### config.mk
export PLATFORM = sky130hd
export DESIGN_NAME = miner_ctrl_multi_flat
export DESIGN_NICKNAME = d
export VERILOG_FILES = /design/src/rtl/miner_ctrl_multi_pkg.sv /design/src/rtl/miner_ctrl_multi_if.sv /design/src/rtl/miner_ctrl_multi_fifo.sv /design/src/rtl/miner_ctrl_multi.sv /design/src/flat_wrapper.sv
export SDC_FILE = /design/constraint.sdc
export NUM_CORES = 1
export LEC_CHECK = 0
export BUFFER_PORTS_ARGS = -buffer_cell sky130_fd_sc_hd__buf_2
export CAP_MARGIN = 10
export CORE_UTILIZATION = 30
export DETAILED_ROUTE_END_ITERATION = 10
export PLACE_DENSITY = 0.53
export SLEW_MARGIN = 30
export SYNTH_ARGS = -nofsm -noshare
export SYNTH_HDL_FRONTEND = slang
export SYNTH_SLANG_ARGS = --single-unit
### constraint.sdc
create_clock -name clk -period 3.85 [get_ports clk]
set_clock_uncertainty 0.2 [all_clocks]
set_input_delay 0.1925 -clock clk [delete_from_list [all_inputs] [get_ports clk]]
set_output_delay 0.1925 -clock clk [all_outputs]
set_load 0.005 [all_outputs]
### src/rtl/miner_ctrl_multi_pkg.sv
`default_nettype none
// ============================================================================
//  Module   : miner_pkg
//  Purpose  : Shared types and helpers for the multi-core miner controller:
//             default nonce width, FSM state encoding, per-core nonce stride.
//  Revision : 1.0 - initial release
// ============================================================================
package miner_pkg;

  localparam int c_nonce_w_default = 32;

  typedef enum logic [1:0] {
    IDLE = 2'd0,
    ARM  = 2'd1,
    WARM = 2'd2,
    RUN  = 2'd3
  } state_t;

  // Distance between neighbouring cores' start nonces: 2^nonce_w / num_cores
  function automatic logic [63:0] core_stride(input int nonce_w, input int num_cores);
    return (64'd1 << nonce_w) / 64'(num_cores);
  endfunction

endpackage
`default_nettype wire

### src/rtl/miner_ctrl_multi_if.sv
`default_nettype none
// ============================================================================
//  Module   : miner_ctrl_multi_if
//  Purpose  : Host-side bundle of the miner controller: work delivery from
//             the serial receiver and the send handshake to the transmitter.
//  Revision : 1.0 - initial release
// ============================================================================
interface miner_ctrl_multi_if
  import miner_pkg::*;
#(
  parameter int NONCE_W = c_nonce_w_default
) ();

  logic               work_valid;
  logic [NONCE_W-1:0] nonce_base;
  logic               tx_send;
  logic [NONCE_W-1:0] tx_word;
  logic               tx_busy;

  // Host / serial side
  modport master (output work_valid, output nonce_base, output tx_busy,
                  input  tx_send,    input  tx_word);

  // Miner controller side
  modport slave  (input  work_valid, input  nonce_base, input  tx_busy,
                  output tx_send,    output tx_word);

endinterface
`default_nettype wire

### src/rtl/miner_ctrl_multi_fifo.sv
`default_nettype none
// ============================================================================
//  Module   : result_fifo
//  Purpose  : Synchronous result FIFO with flush. A push while full is
//             accepted when a pop happens in the same cycle.
//  Revision : 1.0 - initial release
// ============================================================================
module result_fifo #(
  parameter int WIDTH = 32,
  parameter int DEPTH = 4
) (
  input  logic             clk,
  input  logic             rst_n,
  input  logic             flush,
  input  logic             push,
  input  logic [WIDTH-1:0] push_data,
  input  logic             pop,
  output logic [WIDTH-1:0] pop_data,
  output logic             full,
  output logic             empty
);

  localparam int c_ptr_w = (DEPTH > 1) ? $clog2(DEPTH) : 1;
  localparam int c_cnt_w = $clog2(DEPTH + 1);

  logic [WIDTH-1:0]   r_mem [DEPTH];
  logic [c_ptr_w-1:0] r_wr_ptr;
  logic [c_ptr_w-1:0] r_rd_ptr;
  logic [c_cnt_w-1:0] r_count;

  logic w_pop_ok;
  logic w_push_ok;

  assign empty     = (r_count == '0);
  assign full      = (r_count == c_cnt_w'(DEPTH));
  assign pop_data  = r_mem[r_rd_ptr];
  assign w_pop_ok  = pop && !empty && !flush;
  assign w_push_ok = push && !flush && (!full || w_pop_ok);

  // Pointer and occupancy tracking; pointers wrap naturally (power-of-two depth)
  always_ff @(posedge clk or negedge rst_n) begin
    if (!rst_n) begin
      r_wr_ptr <= '0;
      r_rd_ptr <= '0;
      r_count  <= '0;
    end else if (flush) begin
      r_wr_ptr <= '0;
      r_rd_ptr <= '0;
      r_count  <= '0;
    end else begin
      if (w_push_ok) r_wr_ptr <= r_wr_ptr + c_ptr_w'(1);
      if (w_pop_ok)  r_rd_ptr <= r_rd_ptr + c_ptr_w'(1);
      case ({w_push_ok, w_pop_ok})
        2'b10:   r_count <= r_count + c_cnt_w'(1);
        2'b01:   r_count <= r_count - c_cnt_w'(1);
        default: r_count <= r_count;
      endcase
    end
  end

  // Storage array; contents are don't-care until written
  always_ff @(posedge clk) begin
    if (w_push_ok) r_mem[r_wr_ptr] <= push_data;
  end

endmodule
`default_nettype wire

### src/rtl/miner_ctrl_multi.sv
`default_nettype none
// ============================================================================
//  Module   : miner_ctrl_multi
//  Purpose  : Multi-core miner control: splits the nonce space across cores,
//             sequences core reset/warm-up, collects golden nonces from cores
//             and the chain port, queues them and drains to the transmitter.
//  Revision : 1.0 - initial release
// ============================================================================
module miner_ctrl_multi
  import miner_pkg::*;
#(
  parameter int NUM_CORES    = 4,
  parameter int NONCE_W      = c_nonce_w_default,
  parameter int FIFO_DEPTH   = 4,
  parameter int WARMUP_CYC   = 62,
  parameter int STOP_ON_FIND = 1,
  parameter int CHAIN_EN     = 1
) (
  input  logic                         clk,
  input  logic                         rst_n,
  miner_ctrl_multi_if.slave            bus,
  output logic                         core_rst,
  output logic [NUM_CORES*NONCE_W-1:0] core_nonce_start,
  input  logic [NUM_CORES-1:0]         core_ready,
  input  logic [NUM_CORES*NONCE_W-1:0] core_nonce,
  input  logic                         chain_valid,
  input  logic [NONCE_W-1:0]           chain_nonce,
  output logic                         running,
  output logic [7:0]                   drop_cnt
);

  localparam logic [63:0] c_stride = core_stride(NONCE_W, NUM_CORES);
  localparam int          c_wcnt_w = (WARMUP_CYC > 1) ? $clog2(WARMUP_CYC) : 1;

  state_t                      r_state;
  logic [c_wcnt_w-1:0]         r_wcnt;
  logic [NUM_CORES-1:0]        r_pend;
  logic [NUM_CORES-1:0]        r_seen;
  logic [NONCE_W-1:0]          r_pnonce [NUM_CORES];
  logic                        r_pend_chain;
  logic [NONCE_W-1:0]          r_chain_nonce;
  logic [1:0]                  r_hold;

  logic [NUM_CORES*NONCE_W-1:0] w_starts;
  logic [NUM_CORES-1:0]         w_cap;
  logic                         w_chain_cap;
  logic                         w_drain;
  logic [NONCE_W-1:0]           w_drain_data;
  logic [NUM_CORES-1:0]         w_clr_core;
  logic                         w_clr_chain;
  logic                         w_push;
  logic                         w_pop;
  logic                         w_drop;
  logic                         w_full;
  logic                         w_empty;
  logic [NONCE_W-1:0]           w_head;

  for (genvar gi = 0; gi < NUM_CORES; gi++) begin : g_start
    localparam logic [63:0] c_off = 64'(gi) * c_stride;
    assign w_starts[gi*NONCE_W +: NONCE_W] = bus.nonce_base + c_off[NONCE_W-1:0];
  end

  // Level-held strobes count once thanks to the seen flags
  assign w_cap       = (r_state == RUN) ? (core_ready & ~r_seen) : '0;
  assign w_chain_cap = (CHAIN_EN != 0) && chain_valid;

  // Pick one pending source per cycle: lowest core index first, chain last
  always_comb begin
    w_drain      = 1'b0;
    w_drain_data = '0;
    w_clr_core   = '0;
    w_clr_chain  = 1'b0;
    if (r_pend_chain) begin
      w_drain      = 1'b1;
      w_drain_data = r_chain_nonce;
      w_clr_chain  = 1'b1;
    end
    for (int i = NUM_CORES - 1; i >= 0; i--) begin
      if (r_pend[i]) begin
        w_drain       = 1'b1;
        w_drain_data  = r_pnonce[i];
        w_clr_core    = '0;
        w_clr_core[i] = 1'b1;
        w_clr_chain   = 1'b0;
      end
    end
  end

  // New work flushes the queue, so nothing is pushed or popped that cycle
  assign w_push = w_drain && !bus.work_valid;
  assign w_pop  = !w_empty && !bus.tx_busy && (r_hold == 2'd0) && !bus.work_valid;
  assign w_drop = w_push && w_full && !w_pop;

  result_fifo #(
    .WIDTH (NONCE_W),
    .DEPTH (FIFO_DEPTH)
  ) u_fifo (
    .clk       (clk),
    .rst_n     (rst_n),
    .flush     (bus.work_valid),
    .push      (w_push),
    .push_data (w_drain_data),
    .pop       (w_pop),
    .pop_data  (w_head),
    .full      (w_full),
    .empty     (w_empty)
  );

  // Control FSM: core reset sequencing, warm-up timing, stop-on-find
  always_ff @(posedge clk or negedge rst_n) begin
    if (!rst_n) begin
      r_state          <= IDLE;
      r_wcnt           <= '0;
      core_rst         <= 1'b1;
      running          <= 1'b0;
      core_nonce_start <= '0;
    end else if (bus.work_valid) begin
      r_state          <= ARM;
      r_wcnt           <= '0;
      core_rst         <= 1'b1;
      running          <= 1'b0;
      core_nonce_start <= w_starts;
    end else begin
      case (r_state)
        IDLE: begin
          core_rst <= 1'b1;
          running  <= 1'b0;
        end
        ARM: begin
          r_state  <= WARM;
          r_wcnt   <= '0;
          core_rst <= 1'b0;
        end
        WARM: begin
          if (r_wcnt == c_wcnt_w'(WARMUP_CYC - 1)) begin
            r_state <= RUN;
            running <= 1'b1;
          end else begin
            r_wcnt <= r_wcnt + c_wcnt_w'(1);
          end
        end
        RUN: begin
          if ((STOP_ON_FIND != 0) && (|w_cap)) begin
            r_state  <= IDLE;
            core_rst <= 1'b1;
            running  <= 1'b0;
          end
        end
        default: begin
          r_state  <= IDLE;
          core_rst <= 1'b1;
          running  <= 1'b0;
        end
      endcase
    end
  end

  // Result capture into pending latches; set beats the drain clear
  always_ff @(posedge clk or negedge rst_n) begin
    if (!rst_n) begin
      r_pend        <= '0;
      r_seen        <= '0;
      r_pend_chain  <= 1'b0;
      r_chain_nonce <= '0;
      for (int i = 0; i < NUM_CORES; i++) r_pnonce[i] <= '0;
    end else if (bus.work_valid) begin
      r_pend       <= '0;
      r_seen       <= '0;
      r_pend_chain <= 1'b0;
    end else begin
      for (int i = 0; i < NUM_CORES; i++) begin
        if (w_cap[i]) begin
          r_pend[i]   <= 1'b1;
          r_seen[i]   <= 1'b1;
          r_pnonce[i] <= core_nonce[i*NONCE_W +: NONCE_W];
        end else if (w_clr_core[i]) begin
          r_pend[i] <= 1'b0;
        end
      end
      if (w_chain_cap) begin
        r_pend_chain  <= 1'b1;
        r_chain_nonce <= chain_nonce;
      end else if (w_clr_chain) begin
        r_pend_chain <= 1'b0;
      end
    end
  end

  // Transmit handshake; holdoff gives the transmitter time to raise busy
  always_ff @(posedge clk or negedge rst_n) begin
    if (!rst_n) begin
      bus.tx_send <= 1'b0;
      bus.tx_word <= '0;
      r_hold      <= 2'd0;
    end else if (w_pop) begin
      bus.tx_send <= 1'b1;
      bus.tx_word <= w_head;
      r_hold      <= 2'd2;
    end else begin
      bus.tx_send <= 1'b0;
      if (r_hold != 2'd0) r_hold <= r_hold - 2'd1;
    end
  end

  // Saturating count of results lost to a full queue
  always_ff @(posedge clk or negedge rst_n) begin
    if (!rst_n) begin
      drop_cnt <= 8'd0;
    end else if (w_drop && (drop_cnt != 8'hFF)) begin
      drop_cnt <= drop_cnt + 8'd1;
    end
  end

endmodule
`default_nettype wire

### src/flat_wrapper.sv
// flat-port wrapper written by rule: the top's interface ports become plain ports
module miner_ctrl_multi_flat import miner_pkg::*;
#(
  parameter int NUM_CORES    = 4,
  parameter int NONCE_W      = c_nonce_w_default,
  parameter int FIFO_DEPTH   = 4,
  parameter int WARMUP_CYC   = 62,
  parameter int STOP_ON_FIND = 1,
  parameter int CHAIN_EN     = 1
)
  (clk, rst_n, core_rst, core_nonce_start, core_ready, core_nonce, chain_valid, chain_nonce, running, drop_cnt, bus_work_valid, bus_nonce_base, bus_tx_busy, bus_tx_send, bus_tx_word);
  miner_ctrl_multi_if #(.NONCE_W(NONCE_W)) bus_i ();
  input  logic clk;
  input  logic rst_n;
  output logic core_rst;
  output logic [NUM_CORES*NONCE_W-1:0] core_nonce_start;
  input  logic [NUM_CORES-1:0] core_ready;
  input  logic [NUM_CORES*NONCE_W-1:0] core_nonce;
  input  logic chain_valid;
  input  logic [NONCE_W-1:0] chain_nonce;
  output logic running;
  output logic [7:0] drop_cnt;
  input wire logic [$bits(bus_i.work_valid)-1:0] bus_work_valid;
  input wire logic [$bits(bus_i.nonce_base)-1:0] bus_nonce_base;
  input wire logic [$bits(bus_i.tx_busy)-1:0] bus_tx_busy;
  output wire logic [$bits(bus_i.tx_send)-1:0] bus_tx_send;
  output wire logic [$bits(bus_i.tx_word)-1:0] bus_tx_word;
  assign bus_i.work_valid = bus_work_valid;
  assign bus_i.nonce_base = bus_nonce_base;
  assign bus_i.tx_busy = bus_tx_busy;
  assign bus_tx_send = bus_i.tx_send;
  assign bus_tx_word = bus_i.tx_word;
  miner_ctrl_multi #(.NUM_CORES(NUM_CORES), .NONCE_W(NONCE_W), .FIFO_DEPTH(FIFO_DEPTH), .WARMUP_CYC(WARMUP_CYC), .STOP_ON_FIND(STOP_ON_FIND), .CHAIN_EN(CHAIN_EN)) u_core (.clk(clk), .rst_n(rst_n), .bus(bus_i), .core_rst(core_rst), .core_nonce_start(core_nonce_start), .core_ready(core_ready), .core_nonce(core_nonce), .chain_valid(chain_valid), .chain_nonce(chain_nonce), .running(running), .drop_cnt(drop_cnt));
endmodule
# == Word level (Yosys, flattened, before mapping) ==
# Memories as Yosys holds them, arrays and structs flattened. A register that Yosys moved wholly into a read port is not among the register bits.
# Cells that the tools add are included.
# classes
bitwise,3
multipliers,0
n_reduce_logical,49
shifts,0
eq_ne,11
div,0
order_cmp,0
muxes,61
add_sub_neg,10
# ops
cell,n
$mux 32,5
$add 32x32->32 const B,2
$add 32x31->32 const B,1
$mux 1,32
$mux 4,7
$reduce_bool 3->1,7
$mux 2,9
$reduce_bool 2->1,8
$reduce_and 2->1,7
$mux 6,2
$pmux 6 s2,1
$reduce_bool 4->1,3
$logic_and 1x1->1,11
$add 8x1->8 const B,1
$ne 8x8->1 const B,1
$add 6x1->6 const B,1
$eq 2x2->1 const B,3
$eq 6x6->1 const B,1
$logic_not 1->1,6
$ne 3x3->1 const B,2
$pmux 1 s3,2
$pmux 2 s3,1
$pmux 3 s2,1
$reduce_and 3->1,2
15 further kinds,18
# totals
in_bits,201
latch_bits,0
ff_bits,325
mem_bits_ro,0
ram_bits,128
elab_cells,160
mem_count,1
# mem_list
name,words,word_bits,read_ports,rd_clocked_by_memory_dff,wr,line,source
u_core.u_fifo.r_mem,4,32,1,1,1,miner_ctrl_multi_fifo.sv:26,logic [WIDTH-1:0] r_mem [DEPTH];

# == Longest topological paths before layout ==
# Gate-level depths: netlist of the first run.
# depth
ltp_word,12
mapped_depth,9

# == Cells and area by module ==
# From an unflattened synthesis of the first run, not the netlist that was laid out.
# hier_totals
hier_cells,1285
hier_area_um2,17018.8
# by_module_without_submodules
module,n_inst,cells_per_inst,area_per_inst_um2
miner_ctrl_multi,1,1053,11848.9
result_fifo,1,232,5170.0

# == Worst setup path before layout of the first run ==
# Ideal clock, no wire load.
# synth_timing
path_type,register -> register
startpoint,register u_core.r_hold[0]
endpoint,"memory u_core.u_fifo.r_mem[0][0], enable pin"
setup_ns,0.392
slack_ns,1.100
stages_incl_launch_ff,7
arrival_ns,2.157
required_time_ns,3.258
path_cell_list,dfrtp_1 -> inv_1 -> ha_1 -> nand2b_1 -> buf_2 -> a32oi_1 -> and3_1
# synth_between
elab_chain_len,9
# synth_rtl
item,line,source
start: declaration,miner_ctrl_multi.sv:42,logic [1:0] r_hold;
start signal: assignment,miner_ctrl_multi.sv:201,if (r_hold != 2'd0) r_hold <= r_hold - 2'd1;
$logic_not 2->1,miner_ctrl_multi.sv:91,assign w_pop = !w_empty && !bus.tx_busy && (r_hold == 2'd0) && !bus.work_valid;
$logic_and 1x1->1 (2 in a row),miner_ctrl_multi.sv:91,
$logic_and 1x1->1 (2 in a row),miner_ctrl_multi_fifo.sv:37,assign w_pop_ok = pop && !empty && !flush;
$logic_or 1x1->1,miner_ctrl_multi_fifo.sv:38,assign w_push_ok = push && !flush && (!full || w_pop_ok);
$logic_and 1x1->1,miner_ctrl_multi_fifo.sv:38,
$mux 1,miner_ctrl_multi_fifo.sv:63,if (w_push_ok) r_mem[r_wr_ptr] <= push_data;
$mux 1 (implied by the code),miner_ctrl_multi_fifo.sv:63,
end: declaration,miner_ctrl_multi_fifo.sv:26,
# Every way passes these cells.

# == Worst setup path after layout of the first run ==
# layout_timing
startpoint,register u_core.r_hold[0]
endpoint,"memory u_core.u_fifo.r_mem[3][22], enable pin"
# Same word-level chain as after synthesis.

==> flow_summary.toml, run 1 <==
[worst_hold_path]
holdCritPathClass = "input port to async pin"

[route]
vias = 11074
routedWlPerCell_um = 19.0
drtIter0Drc = 512
route.detailed.drc = 0
wirelength_um = 45600
viasPerCell = 4.61
drtAntennaViolNets = 0
dr.pass1.iters = 5

[placement]
dp_hpwl_um = 31400
dpl_cell_area_sq_um = 19000
routabilityCongestion = 0.776
portBuffers = 371

[logic_synthesis]
synthFlopType = "dfrtp_1"
netlist_area_sq_um = 17000
seq_area_frac_synth = 0.617
yosys-top-cells-count = "dfrtp_1 (264), mux2_2 (151), edfxtp_1 (128)"
synth_seq_cells = 393
avgSynthCellArea_sq_um = 15.0
synthTopCellsByArea = "dfrtp_1 (39%), edfxtp_1 (23%), mux2_2 (10%), mux2_1 (5.0%), mux4_2 (4.2%)"
syn_nets = 1346
async_flop_share = 0.674
synthCells = 1133
synth.distinct_cells = 61
synth_edf_count = 128
synth_most_common_cell = "dfrtp_1"
synth_warnings = 0
synth.largest_area_cell = "dfrtp_1"
synthDominantCellAreaShare = 0.389

[setup_path]
worstPathRequired_ps = 3920
startpoint_type = "flop"
critPathKind = "flop to flop"
path_max_fanout = 20
cp-end-kind = "flop"
cp.arrival_ps = 3080

[sta]
fin_crit_sh = 0.783
drv_slew = 0
min_period_ps = 3010
fmax_mhz = 332
worst_pin_slew_ps = 874
rsz0062_at_grt = "no"
finalHoldViolCount = 0
setup_violations = 0
slew_headroom = 0.417
fin_setup_tns_ps = 0

[layout]
fill_cells = 5268
drive_gt1_frac = 0.414
nets = 1829
stdcell_area_sq_um = 22600
area_growth_syn_to_layout_pct = 33.2

[global_route]
grtUsageTotal = 0.156
grt_pass1_vias = 11416
grt_pass1_wl_um = 68700
grt_overflow_total = 0
grt_max_degree = 111
antenna_found_initial = 4

[job]
cap_violations = 0

[die]
die_w_um = 240
die-area_sq_um = 57600
die_y_um = 240
initial_utilization = 0.306
io_pins = 372
row_count = 86
core_sq_um = 55500

[power]
peakVddDrop_uv = 291
finalPower_mw = 13.6
p_per_area_nw_per_um2 = 599
p_leak_nw = 9.61

[clock_network]
post_cts_buffers = 0
cts_buffers = 46
cts_resized = 0
cts_tree = "done"
htreeDepth = 2
ctsHoldBuffers = 201
clockRootBuffer = "clkbuf_16"
clockBufferDepth = 3
clk_pin_slew_worst_paths_ps = 60
clkSinkCount = 393
insertion_delay_ps = 570

[run_status]
status = "completed"
## sequential cells by signal (all words and copies together), names as in the netlist, 3 cells and up
register / cells
u_core.core_nonce_start: 36
u_core.drop_cnt: 8
u_core.r_pend: 4
u_core.u_fifo.r_count: 3
u_core.r_seen: 4
u_core.r_pnonce: 128
u_core.r_wcnt: 6
u_core.r_chain_nonce: 32
u_core.u_fifo.r_mem: 128
u_core.bus.tx_word: 32
## worst paths after layout
kind / start / end / slack [ps] / depth (start not counted)
hold / removal: rst_n / u_core.core_nonce_start[120] / 100 / 2
max in group asynchronous: rst_n / u_core.r_pend[2] / 2360 / 3
setup reg to reg: u_core.r_hold[0] / u_core.u_fifo.r_mem[3][22] / 840 / 6
hold reg to reg: u_core.core_nonce_start[63] / u_core.core_nonce_start[63] / 270 / 1
setup / recovery: u_core.r_hold[0] / u_core.u_fifo.r_mem[3][22] / 840 / 6
min in group clk: core_nonce[104] / u_core.r_pnonce[8] / 180 / 3
## report_power, final
group	switching, mW	internal, mW
clock network	1.76	2.70
registers	0.597	5.56
logic	1.41	1.52
total	3.77	9.78
## kinds of logic (layout without fill, tap and decap cells)
logic type,Yosys count,count (layout),share of synthesized area
flops,393,393,0.617
buf+inv,173,692,0.0632
mux,261,261,0.195
xor+xnor,9,9,0.00464
other cells,0,2,0
compound gates,121,121,0.0575
fa+ha+maj,12,12,0.00929
simple gates,164,164,0.0536
## final cells by class
type | count | area, sq um | share of cell area
Timing Repair Buffer | 596 | 4120 | 0.182
Tap cell | 748 | 936 | 0.0414
Clock buffer | 60 | 1280 | 0.0567
Inverter | 12 | 45.0 | 0.00199
Antenna cell | 2 | 5.00 | 0.000221
Multi-Input combinational cell | 567 | 5470 | 0.242
Clock inverter | 24 | 280 | 0.0124
Sequential cell | 393 | 10500 | 0.463
## metrics by stage
| step | util | hold WS (ps) | setup slack, ps | cells |
|---|---|---|---|---|
| floorplan | - | -303 | 1100 | 1133 |
| global placement | 0.342 | 150 | 925 | 2113 |
| detailed placement | 0.342 | 154 | 825 | 2114 |
| CTS | 0.407 | 123 | 818 | 2399 |
| global route | 0.407 | 172 | 613 | 2402 |
| finish | 0.407 | 97.0 | 837 | 2402 |
## critical path: stages, from the launching register on
cell	delay (ps)
dfrtp_1	390
inv_1	70
ha_1	220
nand2b_1	300
a32oi_1	610
and3_2	650
buf_4	270
## cells in the final DEF, fill, tap and decap left out, types with 20 or more instances in the layout
cell type | netlist | final
mux2_1 | 75 | 75
buf_4 | 95 | 20
a221o_1 | 31 | 31
buf_2 | 24 | 370
a221oi_1 | 31 | 31
mux2_2 | 151 | 151
nor3_1 | 40 | 40
nor2_1 | 21 | 21
mux4_2 | 32 | 32
edfxtp_1 | 128 | 128
clkbuf_16 | 0 | 46
dfrtp_1 | 264 | 262
nor2b_1 | 35 | 32
dlygate4sd3_1 | 0 | 201
## routing by layer
metal / part of all wire / track usage
met1: 0.46 / 0.219
met5: 0 / 0
met4: 0.028 / 0.0606
met2: 0.48 / 0.245
met3: 0.035 / 0.0226
(Power assumes the default switching activity.)
==> run 2, diff against run 1 <==
--- a/config.mk
+++ b/config.mk
@@ -5,11 +5,12 @@
 export SDC_FILE = /design/constraint.sdc
 export NUM_CORES = 1
 export LEC_CHECK = 0
+export ABC_AREA = 1
 export BUFFER_PORTS_ARGS = -buffer_cell sky130_fd_sc_hd__buf_2
 export CAP_MARGIN = 10
 export CORE_UTILIZATION = 30
 export DETAILED_ROUTE_END_ITERATION = 10
-export PLACE_DENSITY = 0.53
+export PLACE_DENSITY = 0.55
 export SLEW_MARGIN = 30
 export SYNTH_ARGS = -nofsm -noshare
 export SYNTH_HDL_FRONTEND = slang
==> constraint.sdc (replaced) <==
create_clock -name clk -period 2.77 [get_ports clk]
set_clock_uncertainty 0.2 [all_clocks]
set_input_delay 0.1385 -clock clk [delete_from_list [all_inputs] [get_ports clk]]
set_output_delay 0.1385 -clock clk [all_outputs]
set_load 0.005 [all_outputs]
==> flow_summary.toml, run 2 <==
[logic_synthesis]
synth_edf_count = 128
synth_warnings = 0
syn_nets = 1778
async_flop_share = 0.674
seq_area_frac_synth = 0.611
synth.distinct_cells = 42
synthDominantCellAreaShare = 0.385
synthTopCellsByArea = "dfrtp_1 (39%), edfxtp_1 (22%), nand2_1 (8.3%), mux2_2 (7.7%), o21ai_0 (4.2%)"
synth_seq_cells = 393
synth_most_common_cell = "nand2_1"
synthFlopType = "dfrtp_1"
netlist_area_sq_um = 17200
synthCells = 1565
synth.largest_area_cell = "dfrtp_1"
avgSynthCellArea_sq_um = 11.0
yosys-top-cells-count = "nand2_1 (378), dfrtp_1 (264), o21ai_0 (144)"

[setup_path]
critPathKind = "flop to flop"
crit_chain = "nor2_2, inv_1, buf_4, o21ai_0"
cp-startpoint = "u_core.r_pend[0]"
cp-end-kind = "flop"
cp_slowest_stage_delay_ps = 470
worstPathRequired_ps = 2890
path_max_fanout = 27
reg2reg_from = "u_core.r_pend[0]"
crit_path_top_delay_cell = "inv_1"
cp.arrival_ps = 2470
rr_worst_depth = 4
startpoint_type = "flop"

[layout]
fill_cells = 5336
multiInputGateArea_sq_um = 5430
nets = 2298
stdcell_area_sq_um = 23200
fin_cells = 2877
final_common_cell = "nand2_1"
final_core_util = 0.410
register_area_sq_um = 10500
final_cell_mix = "nand2_1 (378), buf_2 (370), dfrtp_1 (263), dlygate4sd3_1 (243), o21ai_0 (144)"
drive_gt1_frac = 0.297
area_growth_syn_to_layout_pct = 35.1
largest_registers = "u_core.r_pnonce: 128 flops, u_core.u_fifo.r_mem: 128 flops, u_core.core_nonce_start: 36 flops"
diodes = 0

[global_route]
grt_pass1_wl_um = 78500
grt_overflow_total = 0
grt_use_met1 = 0.240
grt_max_degree = 67
grtUsageTotal = 0.177
busiest_layer = "met2"
antenna_found_initial = 1
grt_pass1_vias = 13378
met2_usage = 0.280
gr-usage-met3 = 0.0360

[sta]
fin_ws_ps = 424
finalHoldViolCount = 0
worst_pin_slew_ps = 979
setup_violations = 0
fmax_mhz = 426
rsz0062_at_grt = "no"
slew_headroom = 0.347
min_period_ps = 2350
fin_crit_sh = 0.847
fin_setup_tns_ps = 0
drv_slew = 0

[worst_hold_path]
holdCritPathClass = "input port to flop"
holdCritStartpoint = "core_nonce[12]"
hold_depth = 4

[placement]
placed_cells = 2551
portBuffers = 371
place_ws_ps = 459
routabilityCongestion = 0.803
dpl_cell_area_sq_um = 19300
dp_hpwl_um = 34200

[route]
drtIter0Drc = 810
viasPerCell = 4.60
vias = 13231
dr.pass1.iters = 8
routedWlPerCell_um = 18.1
drtAntennaViolNets = 0
wirelength_um = 52200
route.detailed.drc = 0

[die]
die-area_sq_um = 58100
io_pins = 372
core_sq_um = 56500
die_y_um = 241
initial_utilization = 0.304
row_count = 87
die_w_um = 241

[clock_network]
clk_pin_slew_worst_paths_ps = 60
cts_tree = "done"
clockRootBuffer = "clkbuf_16"
clockBufferDepth = 3
htreeDepth = 2
insertion_delay_ps = 570
clkSinkCount = 393
cts_buffers = 44

[power]
peakVddDrop_uv = 382
p_leak_nw = 10.6
p_per_area_nw_per_um2 = 825

[job]
cap_violations = 0

[run_status]
status = "completed"
==> run 2: what timing repair did <==
item,in CTS,in global routing
setup buffers,0,0
hold buffers,244,0
resized for setup,0,0
hold endpoints to repair,474,0
==> run 2: worst max-delay path, delay by kind of cell, from the launching register on <==
kind                   cells  cell delay (ps)
buffers and inverters      2              820
DFF                        1              450
AOI/OAI and AO/OA          1              400
and+or+nand+nor            1              210
==> run 2: final timing paths <==
kind / endpoint / slack [ps]
min: u_core.r_pnonce[108] / 120
min in group asynchronous: u_core.bus.tx_word[24] / 440
max reg2reg: u_core.u_fifo.r_mem[0][3] / 420
min reg2reg: u_core.r_pnonce[123] / 270
max in group asynchronous: u_core.core_rst / 1270
max: u_core.u_fifo.r_mem[0][3] / 420
==> run 2: final cells by class <==
cell class	count	share of cell area
sequential	393	0.452
multi-input combinational	953	0.234
timing repair buffer	649	0.202
clock buffer	65	0.0553
tap	756	0.0408
clock inverter	17	0.00794
inverter	44	0.00724
==> run 2: report_power, final <==
group          internal [mW]  switching (mW)  leakage (nW)
registers               7.79           0.920          4.45
logic                   2.04            2.44          5.44
clock network           3.50            2.42         0.723
==> run 2: layer usage <==
layer  wire length, um  part of all wire  vias up
met5                 0                 0        -
met2             24800              0.47      358
li1                  -                 -     6265
met1             23100              0.44     6520
met3              2640             0.050       88
met4              1660             0.032        0
==> run 2: cell families after synthesis <==
group	Yosys count	synth area share
and+or+nand+nor	543	0.130
DFF	393	0.611
AOI/OAI and AO/OA	260	0.0844
buffers and inverters	219	0.0751
muxes	128	0.0860
adders and majority gates	12	0.00919
xor gates and xnor gates	10	0.00511
==> run 2: through the flow <==
| stage | power, mW | hold WS, ps |
|---|---|---|
| 6_report | 19.1 | 119 |
| 5_1_grt | 20.2 | 112 |
| 4_1_cts | 19.3 | 81.2 |
| 3_5_place_dp | 13.0 | 3.59 |
| 3_3_place_gp | 12.9 | 0.0193 |
| 2_1_floorplan | 11.3 | -357 |
==> run 3, diff against run 2 <==
--- a/config.mk
+++ b/config.mk
@@ -10,7 +10,7 @@
 export CAP_MARGIN = 10
 export CORE_UTILIZATION = 30
 export DETAILED_ROUTE_END_ITERATION = 10
-export PLACE_DENSITY = 0.55
+export PLACE_DENSITY = 0.53
 export SLEW_MARGIN = 30
 export SYNTH_ARGS = -nofsm -noshare
 export SYNTH_HDL_FRONTEND = slang
==> constraint.sdc (replaced) <==
create_clock -name clk -period 2.5 [get_ports clk]
set_clock_uncertainty 0.2 [all_clocks]
set_input_delay 0.125 -clock clk [delete_from_list [all_inputs] [get_ports clk]]
set_output_delay 0.125 -clock clk [all_outputs]
set_load 0.005 [all_outputs]
==> flow_summary.toml, run 3 (synthesized netlist as in run 2, its figures left out) <==
[placement]
dp_hpwl_um = 34200
placed_cells = 2568
dpl_cell_area_sq_um = 19400
routabilityCongestion = 0.803
portBuffers = 371

[global_route]
grt_overflow_total = 0
grtUsageTotal = 0.174
grt_max_degree = 73
grt_pass1_wl_um = 77200
grt_pass1_vias = 13317
antenna_found_initial = 1

[sta]
setup_violations = 0
worst_pin_slew_ps = 790
rsz0062_at_grt = "no"
fmax_mhz = 432
finalHoldViolCount = 0
fin_crit_sh = 0.925
slew_headroom = 0.468
min_period_ps = 2310
drv_slew = 0

[setup_path]
cp.arrival_ps = 2390
critPathKind = "flop to flop"
cp-end-kind = "flop"
worstPathRequired_ps = 2580
startpoint_type = "flop"
path_max_fanout = 15

[power]
p_clk_frac = 0.328
finalPower_mw = 21.9
p_comb_frac = 0.234
p_per_area_nw_per_um2 = 939
power.internal_mw = 15.4
p_leak_nw = 10.7
peakVddDrop_uv = 464
p_switching_mw = 6.53
p_sw_frac = 0.298
power_frac_seq = 0.438

[route]
routedWlPerCell_um = 17.8
route.detailed.drc = 0
wirelength_um = 51300
vias = 13213
dr.pass1.iters = 7
drtIter0Drc = 818
viasPerCell = 4.59
drtAntennaViolNets = 0

[clock_network]
clockRootBuffer = "clkbuf_16"
htreeDepth = 2
clockBufferDepth = 3
clkSinkCount = 393
insertion_delay_ps = 590
cts_tree = "done"
cts_buffers = 45
clk_pin_slew_worst_paths_ps = 60

[die]
initial_utilization = 0.304
io_pins = 372
row_count = 87
die_w_um = 241
core_sq_um = 56500
die-area_sq_um = 58100
die_y_um = 241

[layout]
fill_cells = 5342
largest_registers = "u_core.r_pnonce: 128 flops, u_core.u_fifo.r_mem: 128 flops, u_core.core_nonce_start: 36 flops"
final_common_cell = "nand2_1"
drive_gt1_frac = 0.310
final_cell_mix = "nand2_1 (377), buf_2 (370), dfrtp_1 (263), dlygate4sd3_1 (221), o21ai_0 (144)"
fin_cells = 2877
area_growth_syn_to_layout_pct = 36.0
stdcell_area_sq_um = 23300
nets = 2297
diodes = 0

[worst_hold_path]
holdCritPathClass = "input port to flop"

[run_status]
status = "completed"

[job]
cap_violations = 0
run 3: stage by stage:
stage	hold WS [ps]	util	setup TNS, ps	setup WS, ps
4_1_cts	44.2	0.412	0	119
6_report	84.5	0.413	0	187
2_1_floorplan	-371	-	-11600	-90.7
5_1_grt	70.3	0.413	0	13.1
3_5_place_dp	-41.2	0.344	0	133
3_3_place_gp	-42.4	0.344	0	206
run 3: worst max-delay path, cell delays in order, from the launching register on:
cell	delay, ps
dfrtp_1	390
inv_1	60
ha_1	190
inv_1	80
nor2_2	180
nand3_4	140
nand2_2	140
nand2_4	120
nor2_4	300
buf_12	220
run 3: layout make-up:
class                      count  area, sq um  share of cell area
tap                          756          946              0.0406
inverter                      44          168             0.00719
multi-input combinational    953         5450               0.233
timing repair buffer         647         4660               0.200
clock inverter                26          408              0.0175
sequential                   393        10500               0.449
clock buffer                  58         1210              0.0521
run 3: power by group through the flow:
stage	clock, mW	combinational, mW	sequential (mW)
after floorplan	0	3.07	9.44
after global placement	0	4.71	9.64
after detailed placement	0	4.81	9.71
after CTS	7.38	5.10	9.59
after global routing	7.62	5.72	9.81
final	7.18	5.12	9.59
run 3: what timing repair did:
action,CTS,global route
hold buffers,221,0
endpoints found under the setup margin,0,53
endpoints found under the hold margin,482,0
resized for setup,0,4
buffers inserted,0,2
run 3: path summary, 6_finish.rpt:
check / startpoint / cells after the start / slack (ps) / to
min reg2reg: u_core.core_nonce_start[63] / 1 / 270 / u_core.core_nonce_start[63]
min: bus_nonce_base[17] / 4 / 80 / u_core.core_nonce_start[113]
min in group asynchronous: rst_n / 3 / 460 / u_core.bus.tx_word[17]
max in group asynchronous: rst_n / 4 / 870 / u_core.r_chain_nonce[19]
max: u_core.r_hold[0] / 9 / 190 / u_core.u_fifo.r_mem[0][24]
max reg2reg: u_core.r_hold[0] / 9 / 190 / u_core.u_fifo.r_mem[0][24]
run 3: layer usage:
| layer | global-route usage | vias to the layer above | routed length [um] |
|---|---|---|---|
| li1 | - | 6270 | - |
| met1 | 0.239 | 6508 | 23400 |
| met2 | 0.283 | 352 | 24500 |
| met3 | 0.0255 | 83 | 2230 |
| met4 | 0.0575 | 0 | 1260 |
| met5 | 0 | - | 0 |
